<file path="src/rtl/song_sequencer.sv">
// song_sequencer: plays an event table (keycodes + duration) onto the tone generator's song input.
// Optional build macro SONG_GAP_EN inserts one silent tick between events so repeated notes retrigger.
module song_sequencer #(
  parameter int DEPTH    = 64,
  parameter int AW       = 6,
  parameter int PRESCALE = 50000
) (
  input  logic          CLK,
  input  logic          RESET_N,
  input  logic [AW-1:0] mem_address,
  input  logic          mem_write,
  input  logic [31:0]   mem_writedata,
  output logic [31:0]   mem_readdata,
  input  logic          ctrl_write,
  input  logic [31:0]   ctrl_writedata,
  output logic [31:0]   status,
  output logic [31:0]   song,
  output logic          song_done
);

  localparam int PW = (PRESCALE > 1) ? $clog2(PRESCALE) : 1;

  typedef enum logic [1:0] {
    S_IDLE  = 2'd0,
    S_FETCH = 2'd1,
    S_PLAY  = 2'd2,
    S_GAP   = 2'd3
  } state_t;

  logic [31:0]   r_table [DEPTH];
  state_t        r_state;
  state_t        w_state_nxt;
  logic [AW:0]   r_idx;
  logic [AW:0]   w_idx_nxt;
  logic [31:0]   r_song;
  logic [31:0]   w_song_nxt;
  logic [7:0]    r_dur;
  logic [7:0]    w_dur_nxt;
  logic          r_done;
  logic          w_done_nxt;
  logic          r_loop;
  logic [15:0]   r_tick_div;
  logic [PW-1:0] r_pre;
  logic [15:0]   r_div;
  logic          w_pre_clr;
  logic          w_pre_wrap;
  logic          w_tick;
  logic          w_start;
  logic          w_stop;
  logic [31:0]   w_entry;
  logic          w_end;
  logic          w_unused;

  assign w_start  = ctrl_write & ctrl_writedata[0];
  assign w_stop   = ctrl_write & ctrl_writedata[1];
  assign w_unused = &{1'b0, ctrl_writedata[15:3]};

  // Table: one host write port, one host read port, one internal read port.
  always_ff @(posedge CLK or negedge RESET_N) begin
    if (!RESET_N) begin
      for (int i = 0; i < DEPTH; i++) r_table[i] <= '0;
    end else if (mem_write) begin
      r_table[mem_address] <= mem_writedata;
    end
  end

  assign mem_readdata = r_table[mem_address];
  assign w_entry      = r_table[r_idx[AW-1:0]];
  // The extra index bit marks a step past the last entry, handled like an end marker.
  assign w_end        = (w_entry[31:24] == 8'd0) || r_idx[AW];

  always_ff @(posedge CLK or negedge RESET_N) begin
    if (!RESET_N) begin
      r_loop     <= 1'b0;
      r_tick_div <= '0;
    end else if (ctrl_write) begin
      r_loop     <= ctrl_writedata[2];
      r_tick_div <= ctrl_writedata[31:16];
    end
  end

  assign w_pre_wrap = (r_pre == PW'(PRESCALE - 1));
  assign w_tick     = w_pre_wrap && (r_div >= r_tick_div);

  always_ff @(posedge CLK or negedge RESET_N) begin
    if (!RESET_N) begin
      r_pre <= '0;
      r_div <= '0;
    end else if (w_pre_clr) begin
      r_pre <= '0;
      r_div <= '0;
    end else if (w_pre_wrap) begin
      r_pre <= '0;
      r_div <= w_tick ? 16'd0 : r_div + 16'd1;
    end else begin
      r_pre <= r_pre + 1'b1;
    end
  end

  always_ff @(posedge CLK or negedge RESET_N) begin
    if (!RESET_N) r_state <= S_IDLE;
    else          r_state <= w_state_nxt;
  end

  always_comb begin
    w_state_nxt = r_state;
    w_idx_nxt   = r_idx;
    w_song_nxt  = r_song;
    w_dur_nxt   = r_dur;
    w_done_nxt  = 1'b0;
    w_pre_clr   = 1'b0;
    case (r_state)
      S_FETCH: begin
        if (!w_end) begin
          w_song_nxt  = {8'h00, w_entry[23:0]};
          w_dur_nxt   = w_entry[31:24];
          w_pre_clr   = 1'b1;
          w_state_nxt = S_PLAY;
        end else if (r_loop && (r_idx != '0)) begin
          w_idx_nxt = '0;
        end else begin
          w_song_nxt  = '0;
          w_done_nxt  = 1'b1;
          w_state_nxt = S_IDLE;
        end
      end
      S_PLAY: begin
        if (w_tick) begin
          if (r_dur == 8'd1) begin
`ifdef SONG_GAP_EN
            w_song_nxt  = '0;
            w_pre_clr   = 1'b1;
            w_state_nxt = S_GAP;
`else
            w_idx_nxt   = r_idx + 1'b1;
            w_state_nxt = S_FETCH;
`endif
          end else begin
            w_dur_nxt = r_dur - 8'd1;
          end
        end
      end
`ifdef SONG_GAP_EN
      S_GAP: begin
        if (w_tick) begin
          w_idx_nxt   = r_idx + 1'b1;
          w_state_nxt = S_FETCH;
        end
      end
`endif
      default: begin
        w_song_nxt = '0;
      end
    endcase
    // Stop overrides start; both override whatever the current state wanted.
    if (w_stop) begin
      w_state_nxt = S_IDLE;
      w_song_nxt  = '0;
      w_done_nxt  = 1'b0;
    end else if (w_start) begin
      w_state_nxt = S_FETCH;
      w_idx_nxt   = '0;
      w_done_nxt  = 1'b0;
    end
  end

  always_ff @(posedge CLK or negedge RESET_N) begin
    if (!RESET_N) begin
      r_idx  <= '0;
      r_song <= '0;
      r_dur  <= '0;
      r_done <= 1'b0;
    end else begin
      r_idx  <= w_idx_nxt;
      r_song <= w_song_nxt;
      r_dur  <= w_dur_nxt;
      r_done <= w_done_nxt;
    end
  end

  always_comb begin
    status            = '0;
    status[0]         = (r_state != S_IDLE);
    status[1]         = r_loop;
    status[AW+7:8]    = r_idx[AW-1:0];
  end

  assign song      = r_song;
  assign song_done = r_done;

endmodule
</file>
<file path="config.mk">
export PLATFORM = sky130hd
export DESIGN_NAME = song_sequencer
export DESIGN_NICKNAME = d
export VERILOG_FILES = /design/src/rtl/song_sequencer.sv
export SDC_FILE = /design/constraint.sdc
export NUM_CORES = 2
export LEC_CHECK = 0
export ABC_AREA = 0
export CAP_MARGIN = 15
export CORE_AREA = 5 5 360 539
export CTS_CLUSTER_DIAMETER = 200
export DETAILED_ROUTE_END_ITERATION = 10
export DIE_AREA = 0 0 365 544
export DONT_BUFFER_PORTS = 1
export HOLD_SLACK_MARGIN = 0.15
export PLACE_DENSITY = 0.69
export SKIP_LAST_GASP = 1
export SLEW_MARGIN = 20
export SYNTH_ARGS = -nofsm -noshare
export SYNTH_HDL_FRONTEND = slang
export SYNTH_SLANG_ARGS = --single-unit
</file>
<file path="constraint.sdc">
create_clock -name CLK -period 4.9 [get_ports CLK]
set_input_delay 0.98 -clock CLK [delete_from_list [all_inputs] [get_ports CLK]]
set_output_delay 0.98 -clock CLK [all_outputs]
set_load 0.01 [all_outputs]
</file>
==> flow_summary_export.csv <==
group,metric,value,unit
outcome,status,"finished, final reports clean",
power_and_ir_drop,p_total,0.0440,W
global_routing,antenna_found_initial,12,
floorplan,die_area,199000,um2
placement,dp_hpwl,228000,um
floorplan,die_height,544,um
clock_network,cts_max_level,4,
final_layout,final_cells,10100,
final_layout,area_growth,9.94,%
power_and_ir_drop,ir_drop,0.271,mV
floorplan,die_x,365,um
clock_network,max-clock-path-buffers,4,
yosys,synth-simple-area-share,0.0206,
sta,slew_viol_final,0,
power_and_ir_drop,seq_power_share,0.498,
placement,placed_area,113000,um2
sta,fin_skew,0.0427,ns
clock_network,clock-sinks,2139,
yosys,synth_compound_area_frac,0.102,
route,vias,78400,
yosys,async_reset_ff_frac,1.00,
power_and_ir_drop,p_per_area,369,nW/um2
final_layout,final_cell_area,119000,um2
final_layout,layout_commonest_cell,"dfrtp_1",
floorplan,rows,196,
sta,timing.final.hold_violations,0,
global_routing,grt_first_pass_wirelength,571000,um
yosys,synth.area.mux_share,0.344,
power_and_ir_drop,leakage,51.0,nW
power_and_ir_drop,switchingPower,0.0117,W
yosys,synth_xor_area_frac,0.00218,
critical_path,reg2reg_from,"r_idx[1]$_DFF_PN0_",
sta,slew_headroom,0.151,
placement,dpl.cell_count,9672,
critical_path,cp-start-kind,"flop",
global_routing,grt_util_all_layers,0.399,
yosys,synth_fa_ha_area_frac,0.00288,
yosys,synth_top_family_by_area,"multiplexers",
placement,gp_congestion,0.886,
yosys,syn_area,109000,um2
clock_network,cts_buffers,208,
sta,worst_slew_pin_slew,1.27,ns
route,wl_per_cell,39.7,um
sta,max_clock_freq,208,MHz
final_layout,final_util,0.632,
yosys,synthesis.yosys.warnings,0,
clock_network,clk_latency,0.88,ns
final_layout,drive_above_1_share,0.451,
floorplan,ios,171,
yosys,synth.yosys.seq_area_share,0.493,
critical_path,worstPathArrival,5.55,ns
power_and_ir_drop,power_frac_clock,0.366,
route,routed_via_density,7.80,
sta,finalSetupViolations,0,
floorplan,start_util,0.575,
clock_network,cts_tree,"built",
power_and_ir_drop,combPwrFrac,0.135,
yosys,synth_cell_types,66,
final_layout,nNetsFinal,7514,
sta,period_share,0.982,
critical_path,worstSetupEndpointType,"flop",
sta,rsz0062_at_grt,"false",
clock_network,post_cts_buffers,0,
yosys,avgSynthCellArea,14.0,um2
global_routing,grt_max_degree,220,
global_routing,grt_pass1_vias,79200,
critical_path,crit_start,"r_idx[1]$_DFF_PN0_",
critical_path,crit_fanout,81,
route,first_pass_iters,8,
route,drc,0,
sta,finalCriticalPeriod,4.81,ns
final_layout,most-common-layout-cells,"dfrtp_1 (2134), mux2_2 (2050), a22oi_1 (702)",
power_and_ir_drop,power_switching_share,0.266,
flow_run,max_cap_violations,0,
sta,fin_setup_tns,0,ns
yosys,synthFlopType,"dfrtp_1",
hold_path,hold_class,"in2async",
floorplan,core_area,189000,um2
clock_network,cts.clk_slew.worst_paths,0.07,ns
yosys,ys_ff_latch,2139,
critical_path,criticalPathCategory,"reg2reg",
power_and_ir_drop,p_int,0.0323,W
yosys,netlist_instances,7768,
global_routing,grt_overflow,0,
route,drt-initial-drc-count,10100,
clock_network,cts_root_buf,"clkbuf_16",
critical_path,cp_data_required_time,5.63,ns
route,ant_nets,0,
route,drt_wl_total,399000,um
yosys,synth-edff-count,0,
placement,port_buffers,0,
==> final cells by class <==
cell class | count | area, um2
clock inverter | 49 | 492
multi-input combinational | 4695 | 52000
sequential | 2139 | 53500
antenna | 14 | 35.0
tap | 2475 | 3100
inverter | 55 | 208
fill | 14000 | 69600
timing repair buffer | 316 | 3930
clock buffer | 307 | 6120
==> stage by stage <==
| step | hold slack, ns | setup slack, ns |
|---|---|---|
| after global routing | 0.191 | 0.104 |
| after detailed placement | 0.470 | -1.54 |
| final | 0.156 | 0.0873 |
| after CTS | 0.162 | 0.116 |
| after global placement | 0.441 | -1.45 |
| after floorplan | 0.425 | 1.02 |
==> worst max-delay path, cell delays in order (launching register included) <==
cell and delay, ns:
dfrtp_4 0.69, buf_12 0.52, mux4_2 0.40, a22oi_1 0.31
a21oi_1 0.14, nor4_1 0.83, buf_4 0.24, nand4b_1 0.17
o21ba_1 0.26, and2_2 0.49, buf_12 0.30, a31o_1 0.21
==> worst paths after layout <==
| path | end | slack [ns] | cells after the start |
|---|---|---|---|
| setup / recovery | song[7]$_DFFE_PN0P_ | 0.09 | 11 |
| hold / removal | r_table[1535]$_DFFE_PN0P_ | 0.16 | 2 |
| setup reg to reg | song[7]$_DFFE_PN0P_ | 0.09 | 11 |
| hold reg to reg | r_pre[0]$_DFF_PN0_ | 0.47 | 1 |
| max in group asynchronous | r_table[1010]$_DFFE_PN0P_ | 0.72 | 8 |
| min in group CLK | r_tick_div[2]$_DFFE_PN0P_ | 0.19 | 1 |
==> cells by family (layout without fill, tap and decap cells) <==
| logic type | Yosys count | in the layout |
|---|---|---|
| multiplexers | 2684 | 2684 |
| flip-flops | 2139 | 2139 |
| AO/OA/AOI/OAI | 1492 | 1492 |
| buffers and inverters | 965 | 727 |
| AND/OR/NAND/NOR | 435 | 435 |
| XOR/XNOR | 27 | 27 |
| adder cells (fa/ha/maj) | 25 | 25 |
| other | 1 | 46 |
==> timing repair <==
action	CTS	global route
gates cloned	2	2
endpoints found under the hold margin	9	0
hold buffers	2	0
endpoints found under the setup margin	227	227
gates resized for setup	0	0
==> synth_stat cells, drive strengths merged (3+ instances only) <==
| library cell | number | area share |
|---|---|---|
| nor3b | 6 | 0.00041 |
| buf | 254 | 0.012 |
| o31a | 3 | 0.00024 |
| mux4 | 632 | 0.13 |
| a22oi | 702 | 0.048 |
| nor3 | 8 | 0.00037 |
| a311oi | 3 | 0.00024 |
| or2 | 7 | 0.00040 |
| nor2b | 3 | 0.00017 |
| o21a | 3 | 0.00021 |
| ha | 25 | 0.0029 |
| mux2 | 2050 | 0.21 |
| o22ai | 3 | 0.00017 |
| nand2b | 6 | 0.00035 |
| a21o | 4 | 0.00028 |
| and3 | 20 | 0.0012 |
| inv | 55 | 0.0019 |
| xnor2 | 9 | 0.00073 |
| a22o | 197 | 0.016 |
| and2 | 7 | 0.00040 |
| xor2 | 18 | 0.0015 |
| nor2 | 90 | 0.0031 |
| nand4 | 80 | 0.0046 |
| a31oi | 187 | 0.011 |
| o21ai | 52 | 0.0024 |
| dfrtp | 2139 | 0.49 |
| nand3 | 85 | 0.0039 |
| clkbuf | 656 | 0.023 |
| a31o | 10 | 0.00081 |
| a221oi | 193 | 0.016 |
| a41oi | 3 | 0.00024 |
| a21oi | 116 | 0.0053 |
| nand2 | 70 | 0.0024 |
| nor4 | 39 | 0.0022 |
==> power by group through the flow <==
stage          Sequential (W)  Clock [W]  Combinational [W]
6_report               0.0219     0.0161            0.00596
5_1_grt                0.0221     0.0169            0.00637
4_1_cts                0.0218     0.0162            0.00590
3_5_place_dp           0.0221          0            0.00586
3_3_place_gp           0.0220          0            0.00567
2_1_floorplan          0.0215          0            0.00437
==> flip-flops by register name, indices dropped and copies added, names as in the netlist <==
signal      cells
song           24
r_idx           7
r_dur           8
r_state         2
r_tick_div     16
r_pre          16
r_loop          1
r_table      2048
song_done       1
r_div          16
==> layer usage <==
| layer | vias up | global-route usage | share of wire |
|---|---|---|---|
| met2 | 5973 | 0.598 | 0.44 |
| met5 | - | 0 | 0.000073 |
| met1 | 41000 | 0.478 | 0.33 |
| met4 | 4 | 0.306 | 0.096 |
| li1 | 29600 | - | - |
| met3 | 1853 | 0.133 | 0.13 |
No activity file was read; power rests on OpenSTA's default activity.
